### config.mk
export PLATFORM = sky130hd
export DESIGN_NAME = stepgen_ctrl
export DESIGN_NICKNAME = d
export VERILOG_FILES = /design/src/rtl/pluto_pkg.sv /design/src/rtl/tick_div.sv /design/src/rtl/stepgen_ctrl.sv
export SDC_FILE = /design/constraint.sdc
export NUM_CORES = 1
export LEC_CHECK = 0
export BUFFER_PORTS_ARGS = -buffer_cell sky130_fd_sc_hd__buf_2
export CAP_MARGIN = 30
export CORE_ASPECT_RATIO = 0.75
export CORE_MARGIN = 8
export CORE_UTILIZATION = 50
export DETAILED_ROUTE_END_ITERATION = 12
export PLACE_DENSITY = 0.78
export SKIP_CTS_REPAIR_TIMING = 1
export SYNTH_ARGS = -nofsm -noshare
export SYNTH_HDL_FRONTEND = slang
export SYNTH_HIERARCHICAL = 1
export SYNTH_SLANG_ARGS = --single-unit
### constraint.sdc
create_clock -name clk -period 5.9 [get_ports clk]
set_input_delay 0.59 -clock clk [delete_from_list [all_inputs] [get_ports clk]]
set_output_delay 0.59 -clock clk [all_outputs]
set_load 0.1 [all_outputs]
### src/rtl/pluto_pkg.sv
// Shared constants and types for the stepgen host sequencer.
package pluto_pkg;

  // Register map
  localparam logic [2:0] ADDR_TIMING = 3'd4;
  localparam logic [2:0] ADDR_CTRL   = 3'd5;

  // Control and timing word bit positions
  localparam int unsigned WD_CLR = 15;
  localparam int unsigned TAP_HI = 15;
  localparam int unsigned TAP_LO = 14;

  // Commit sequencer states
  typedef enum logic {
    IDLE = 1'b0,
    PEND = 1'b1
  } cmt_state_e;

endpackage

### src/rtl/tick_div.sv
// Step-rate prescaler: counts DIV-1 down to 0, tick is high while the count is 0.
module tick_div #(
  parameter int unsigned DIV = 40
) (
  input  logic clk,
  input  logic reset,
  output logic tick
);

  localparam int unsigned CW = (DIV > 1) ? $clog2(DIV) : 1;
  localparam logic [CW-1:0] RELOAD = CW'(DIV - 1);

  logic [CW-1:0] cnt_q;

  // Down-counter with reload on zero
  always_ff @(posedge clk) begin
    if (reset) begin
      cnt_q <= RELOAD;
    end else if (cnt_q == '0) begin
      cnt_q <= RELOAD;
    end else begin
      cnt_q <= cnt_q - CW'(1);
    end
  end

  assign tick = (cnt_q == '0);

endmodule

### src/rtl/stepgen_ctrl.sv
// Host-side sequencer for a bank of stepgens: prescaler, double-buffered
// velocity/timing registers, coherent position snapshot and watchdog.
module stepgen_ctrl
  import pluto_pkg::*;
#(
  parameter int unsigned N        = 4,
  parameter int unsigned W        = 12,
  parameter int unsigned F        = 10,
  parameter int unsigned T        = 5,
  parameter int unsigned DIV      = 40,
  parameter logic [15:0] WD_TICKS = 16'd50000
) (
  input  logic                 clk,
  input  logic                 reset,
  input  logic                 wr_en,
  input  logic [2:0]           wr_addr,
  input  logic [15:0]          wr_data,
  input  logic                 commit,
  input  logic                 snap,
  input  logic [N*(W+F)-1:0]   pos_in,
  output logic [N-1:0]         step_en,
  output logic [N*(F+1)-1:0]   vel_out,
  output logic [T-1:0]         dirtime,
  output logic [T-1:0]         steptime,
  output logic [1:0]           tap,
  output logic [N*(W+F)-1:0]   pos_snap,
  output logic                 snap_valid,
  output logic                 pending,
  output logic                 wd_trip
);

  logic tick;
  logic xfer;

  logic [N-1:0]      vel_we;
  logic              tim_we;
  logic              ctl_we;
  logic              wd_clr;

  logic [N-1:0][F:0] vel_sh_q, vel_act_q;
  logic [T-1:0]      dir_sh_q, dir_act_q;
  logic [T-1:0]      stp_sh_q, stp_act_q;
  logic [1:0]        tap_sh_q, tap_act_q;
  logic [N-1:0]      axis_en_q;

  logic [15:0]       wd_cnt_q;
  logic              wd_trip_q;

  logic [N*(W+F)-1:0] pos_snap_q;
  logic               snap_valid_q;

  cmt_state_e state_q, state_d;

  tick_div #(
    .DIV (DIV)
  ) u_tick_div (
    .clk   (clk),
    .reset (reset),
    .tick  (tick)
  );

  // Register write address decode
  always_comb begin
    vel_we = '0;
    tim_we = 1'b0;
    ctl_we = 1'b0;
    if (wr_en) begin
      if (wr_addr == ADDR_TIMING) begin
        tim_we = 1'b1;
      end else if (wr_addr == ADDR_CTRL) begin
        ctl_we = 1'b1;
      end else begin
        for (int i = 0; i < N; i++) begin
          if (wr_addr == 3'(i)) vel_we[i] = 1'b1;
        end
      end
    end
  end

  assign wd_clr = ctl_we & wr_data[WD_CLR];

  // Commit FSM state register
  always_ff @(posedge clk) begin
    if (reset) begin
      state_q <= IDLE;
    end else begin
      state_q <= state_d;
    end
  end

  // Commit FSM next state; a commit on a tick cycle waits for the following tick
  always_comb begin
    state_d = state_q;
    unique case (state_q)
      IDLE:    if (commit) state_d = PEND;
      PEND:    if (tick)   state_d = IDLE;
      default: state_d = IDLE;
    endcase
  end

  // Commit FSM outputs
  always_comb begin
    pending = (state_q == PEND);
    xfer    = (state_q == PEND) & tick;
  end

  // Shadow writes and shadow-to-active transfer; transfer takes pre-write shadow values
  always_ff @(posedge clk) begin
    if (reset) begin
      vel_sh_q  <= '0;
      vel_act_q <= '0;
      dir_sh_q  <= '0;
      dir_act_q <= '0;
      stp_sh_q  <= '0;
      stp_act_q <= '0;
      tap_sh_q  <= '0;
      tap_act_q <= '0;
      axis_en_q <= '0;
    end else begin
      for (int i = 0; i < N; i++) begin
        if (vel_we[i]) vel_sh_q[i] <= wr_data[F:0];
      end
      if (tim_we) begin
        stp_sh_q <= wr_data[T-1:0];
        dir_sh_q <= wr_data[2*T-1:T];
        tap_sh_q <= wr_data[TAP_HI:TAP_LO];
      end
      if (ctl_we) axis_en_q <= wr_data[N-1:0];
      if (xfer) begin
        vel_act_q <= vel_sh_q;
        dir_act_q <= dir_sh_q;
        stp_act_q <= stp_sh_q;
        tap_act_q <= tap_sh_q;
      end
    end
  end

  // Watchdog: host clear beats transfer reload beats tick decrement; holds at 0
  always_ff @(posedge clk) begin
    if (reset) begin
      wd_cnt_q  <= WD_TICKS;
      wd_trip_q <= 1'b0;
    end else if (wd_clr) begin
      wd_cnt_q  <= WD_TICKS;
      wd_trip_q <= 1'b0;
    end else if (xfer) begin
      wd_cnt_q  <= WD_TICKS;
    end else if (tick && !wd_trip_q) begin
      if (wd_cnt_q == 16'd1) begin
        wd_cnt_q  <= 16'd0;
        wd_trip_q <= 1'b1;
      end else if (wd_cnt_q != 16'd0) begin
        wd_cnt_q  <= wd_cnt_q - 16'd1;
      end
    end
  end

  // Position snapshot with one-cycle valid pulse
  always_ff @(posedge clk) begin
    if (reset) begin
      pos_snap_q   <= '0;
      snap_valid_q <= 1'b0;
    end else begin
      snap_valid_q <= snap;
      if (snap) pos_snap_q <= pos_in;
    end
  end

  // Output drive; a trip masks velocity and enables but keeps active registers
  always_comb begin
    step_en    = tick ? (axis_en_q & ~{N{wd_trip_q}}) : '0;
    vel_out    = wd_trip_q ? '0 : vel_act_q;
    dirtime    = dir_act_q;
    steptime   = stp_act_q;
    tap        = tap_act_q;
    pos_snap   = pos_snap_q;
    snap_valid = snap_valid_q;
    wd_trip    = wd_trip_q;
  end

endmodule

==> out/results.tsv <==
stage	metric	value	unit
critical_path	Worst setup EP type	primary output	
synthesis	simple-gate area share of the yosys netlist	0.2392	
sta	Final min period	3.144	ns
sta	Worst-Margin Slew	0.9072	ns
critical_path	WP data arrival	2.55	ns
synthesis	synthesized cell area	8678	µm²
drt	via count	7321	
drt	Detail Route met2 WL	10.67	mm
sta	final setup fails	0	
sta	final worst setup slack	2.756	ns
global_routing	grt ovf	0	
power_and_ir_drop	switching share of power	0.2875	
synthesis	mux cell area share after synthesis	0.1027	
sta	Fin Clk Skew	0.01170	ns
cells_and_area	utilization after layout	0.6368	
critical_path	critical path required time	5.31	ns
synthesis	Synth cell types	45	
drt	First DRT Iteration DRCs	423	
sta	unrepaired setup endpoints after global routing	no	
power_and_ir_drop	Seq pwr share	0.468	
clocking	clk_lat worst skew	0.50	ns
worst_hold_path	Hold Path Stages	3	
sta	Fin. Hold Viols	0	
drt	highest metal used	met4	
clocking	Clock Sinks	229	
global_routing	vias in the first global route	7194	
sta	period utilization	0.5328	
critical_path	Worst path top cell family by delay	simple AND/OR/NAND/NOR gates	
power_and_ir_drop	P_int	2.461	mW
cells_and_area	post-route insts no fill	1446	
job	MaxCap Viol Count	0	
drt	routed metal-1 wirelength	10.16	mm
synthesis	post-synth top area cell	dfxtp_1	
place	I/O Buffers	259	
synthesis	compound-gate portion of the synthesized area	0.07670	
status	outcome	finished, final reports clean	
critical_path	FF-to-FF path depth	9	
synthesis	Adder-Cell Fraction of Synth Area	0.007209	
floorplanning	die area	21870	µm²
power_and_ir_drop	Net Sw Power	0.9930	mW
place	Placer Congestion	0.8626	
critical_path	critical path depth	7	
power_and_ir_drop	Max IR drop VDD	202.4	µV
clocking	total CTS buffers	22	
cells_and_area	Diodes inserted	0	
floorplanning	Boundary Pins	263	
power_and_ir_drop	Pwr Density	320.4	nW/µm²
synthesis	Synth Instances	988	
synthesis	XOR/XNOR share of the synthesized area	0.01413	
critical_path	CP Cell Sequence	inv_1 -> ha_1 -> nor2b_1 -> and3_1 -> nor2b_4 -> and2_1 -> buf_2	
synthesis	Synth Register Bits	229	
drt	Detail Route Antenna Nets	0	
drt	WL/cell	16.08	µm
synthesis	Yosys top cell area share	0.5283	
clocking	CTS tree	done	
cells_and_area	layout overhead on the synthesized area	24.22	%
sta	fmax	0.3181	GHz
synthesis	largest family of logic cells by synthesized area	simple AND/OR/NAND/NOR gates	
sta	relative slew slack	0.3952	
critical_path	Critical Path Fanout Max	8	
clocking	Root Buffer	clkbuf_16	
place	post-detail-place hpwl	16.44	mm
floorplanning	FP Rows	41	
floorplanning	DIE WIDTH	168.1	µm
sta	Max Slew Vio Count	0	
critical_path	WP buf/inv	2	
floorplanning	Core ar.	16930	µm²
synthesis	sequential area share after synthesis	0.5283	
place	cell count after placement	1405	
global_routing	gr usage total	0.2012	
global_routing	largest net degree at the start of global routing	93	
drt	met3 wire length	1.878	mm
global_routing	initial antenna violation count	0	
power_and_ir_drop	clock network fraction of design power	0.395	
clocking	clk slew on worst S/H paths	0.06	ns
synthesis	Yosys warnings	6	
floorplanning	Die Y	130.1	µm
synthesis	ranking of synthesized cells by area	dfxtp_1, nand2_1, mux2i_1	
drt	Post-Route WL	23.25	mm
synthesis	Avg Synthesized Cell Area	8.784	µm²
drt	DRC	0	
clocking	largest buffer count on any clock path	3	
critical_path	CP startpoint kind	flop	
worst_hold_path	Tightest Hold Check Type	in2reg	
power_and_ir_drop	static leakage	4.871	nW
critical_path	WS Path Type	reg2out	
critical_path	critical path's slowest cell	buf_2	
floorplanning	Initial Utilization	0.5126	
clocking	H-Tree Depth	1	
synthesis	Mapped Nets	1105	
cells_and_area	share of cells above drive strength 1	0.2600	
place	Post-Place Worst Slack	3.309	ns
cells_and_area	Net count, final	1332	
power_and_ir_drop	combinational power share	0.137	
sta	setup TNS	0	ns
global_routing	first-pass GRT wire length	36.65	mm
drt	drt first pass iters	5	
critical_path	critical path's largest stage delay	0.42	ns
drt	Vias per Instance	5.063	
critical_path	r2r setup slk	3.26	ns
sta	hold_ws	0.3264	ns
registers in the layout (all words and copies together) (netlist names):
name / cells
dir_sh_q: 5
snap_valid: 1
wd_trip: 1
wd_cnt_q: 16
axis_en_q: 4
vel_sh_q: 44
u_tick_div/cnt_q: 6
pos_snap: 88
stp_sh_q: 5
vel_act_q: 44
dirtime: 5
steptime: 5
tap_sh_q: 2
tap: 2
pending: 1
through the flow:
step           total power, mW  cell area [µm²]
4_1_cts                  3.485            10760
3_5_place_dp             2.126            10060
3_3_place_gp             2.119            10040
6_report                 3.454            10780
5_1_grt                  3.573            10780
2_1_floorplan            2.017             8678
synth_stat cells (all sizes together):
cell type	number
nor2	104
or2	2
or3	2
ha	5
nor4	7
nand3	9
or4	4
a21oi	117
and3b	1
o211ai	1
a31oi	1
xor2	5
clkbuf	44
nor3	7
mux2i	89
o21a	1
nand2	243
and2	7
dfxtp	229
nand2b	3
o41ai	1
nor3b	1
buf	18
nand4	1
xnor2	9
o31ai	1
nand4b	2
a21boi	1
nand3b	2
and3	5
o21ai	5
nor2b	49
and4b	1
inv	7
nor4b	4
path summary, 6_finish.rpt:
check	start	endpoint
setup / recovery	u_tick_div/cnt_q[0]	step_en[2]
hold / removal	pos_in[55]	pos_snap[55]
setup reg to reg	u_tick_div/cnt_q[0]	wd_cnt_q[5]
hold reg to reg	u_tick_div/cnt_q[0]	u_tick_div/cnt_q[0]
tightest hold or removal path: stages:
cell and delay (ns):
buf_2 0.07, mux2i_1 0.05, nor2_1 0.07
metal layers:
| layer | vias to the layer above | global-route usage |
|---|---|---|
| met3 | 47 | 0.06307 |
| met4 | 0 | 0.05079 |
| met2 | 224 | 0.3246 |
| li1 | 3683 | - |
| met1 | 3367 | 0.2594 |
| met5 | - | 0 |
power groups by stage:
stage / Combinational (mW) / Clock, mW / Sequential (mW)
6_report: 0.475 / 1.36 / 1.62
5_1_grt: 0.497 / 1.45 / 1.62
4_1_cts: 0.476 / 1.39 / 1.62
3_5_place_dp: 0.475 / 0 / 1.65
3_3_place_gp: 0.470 / 0 / 1.65
2_1_floorplan: 0.107 / 0 / 1.91
layout make-up:
| type | count | area, µm² |
|---|---|---|
| Clock inverter | 14 | 106.4 |
| Inverter | 7 | 26.28 |
| Multi-Input combinational cell | 690 | 3821 |
| Clock buffer | 26 | 596.8 |
| Fill cell | 1449 | 6148 |
| Tap cell | 215 | 269.0 |
| Timing Repair Buffer | 265 | 1375 |
| Sequential cell | 229 | 4586 |
placed cells by master (no fill, tap or decap), drive strengths merged, types with 2 or more instances in the layout:
cell      instances
nor4b             4
nand3             9
nor3              7
xor2              5
inv               7
and3              5
clkbuf           26
a21oi           117
nor2            104
nand2           243
nand4b            2
nand3b            2
clkinvlp          3
buf             265
dfxtp           229
mux2i            89
o21ai             5
clkinv           10
nand2b            3
xnor2             9
ha                5
and2              7
nor2b            49
or4               4
nor4              7
or3               2
or2               2
kinds of logic after synthesis:
group | after synthesis
and+or+nand+nor | 454
buffers and inverters | 69
AOI/OAI and AO/OA | 128
DFF | 229
muxes | 89
adders and majority gates | 5
xor gates and xnor gates | 14
Power figures use the tool's default switching activity.
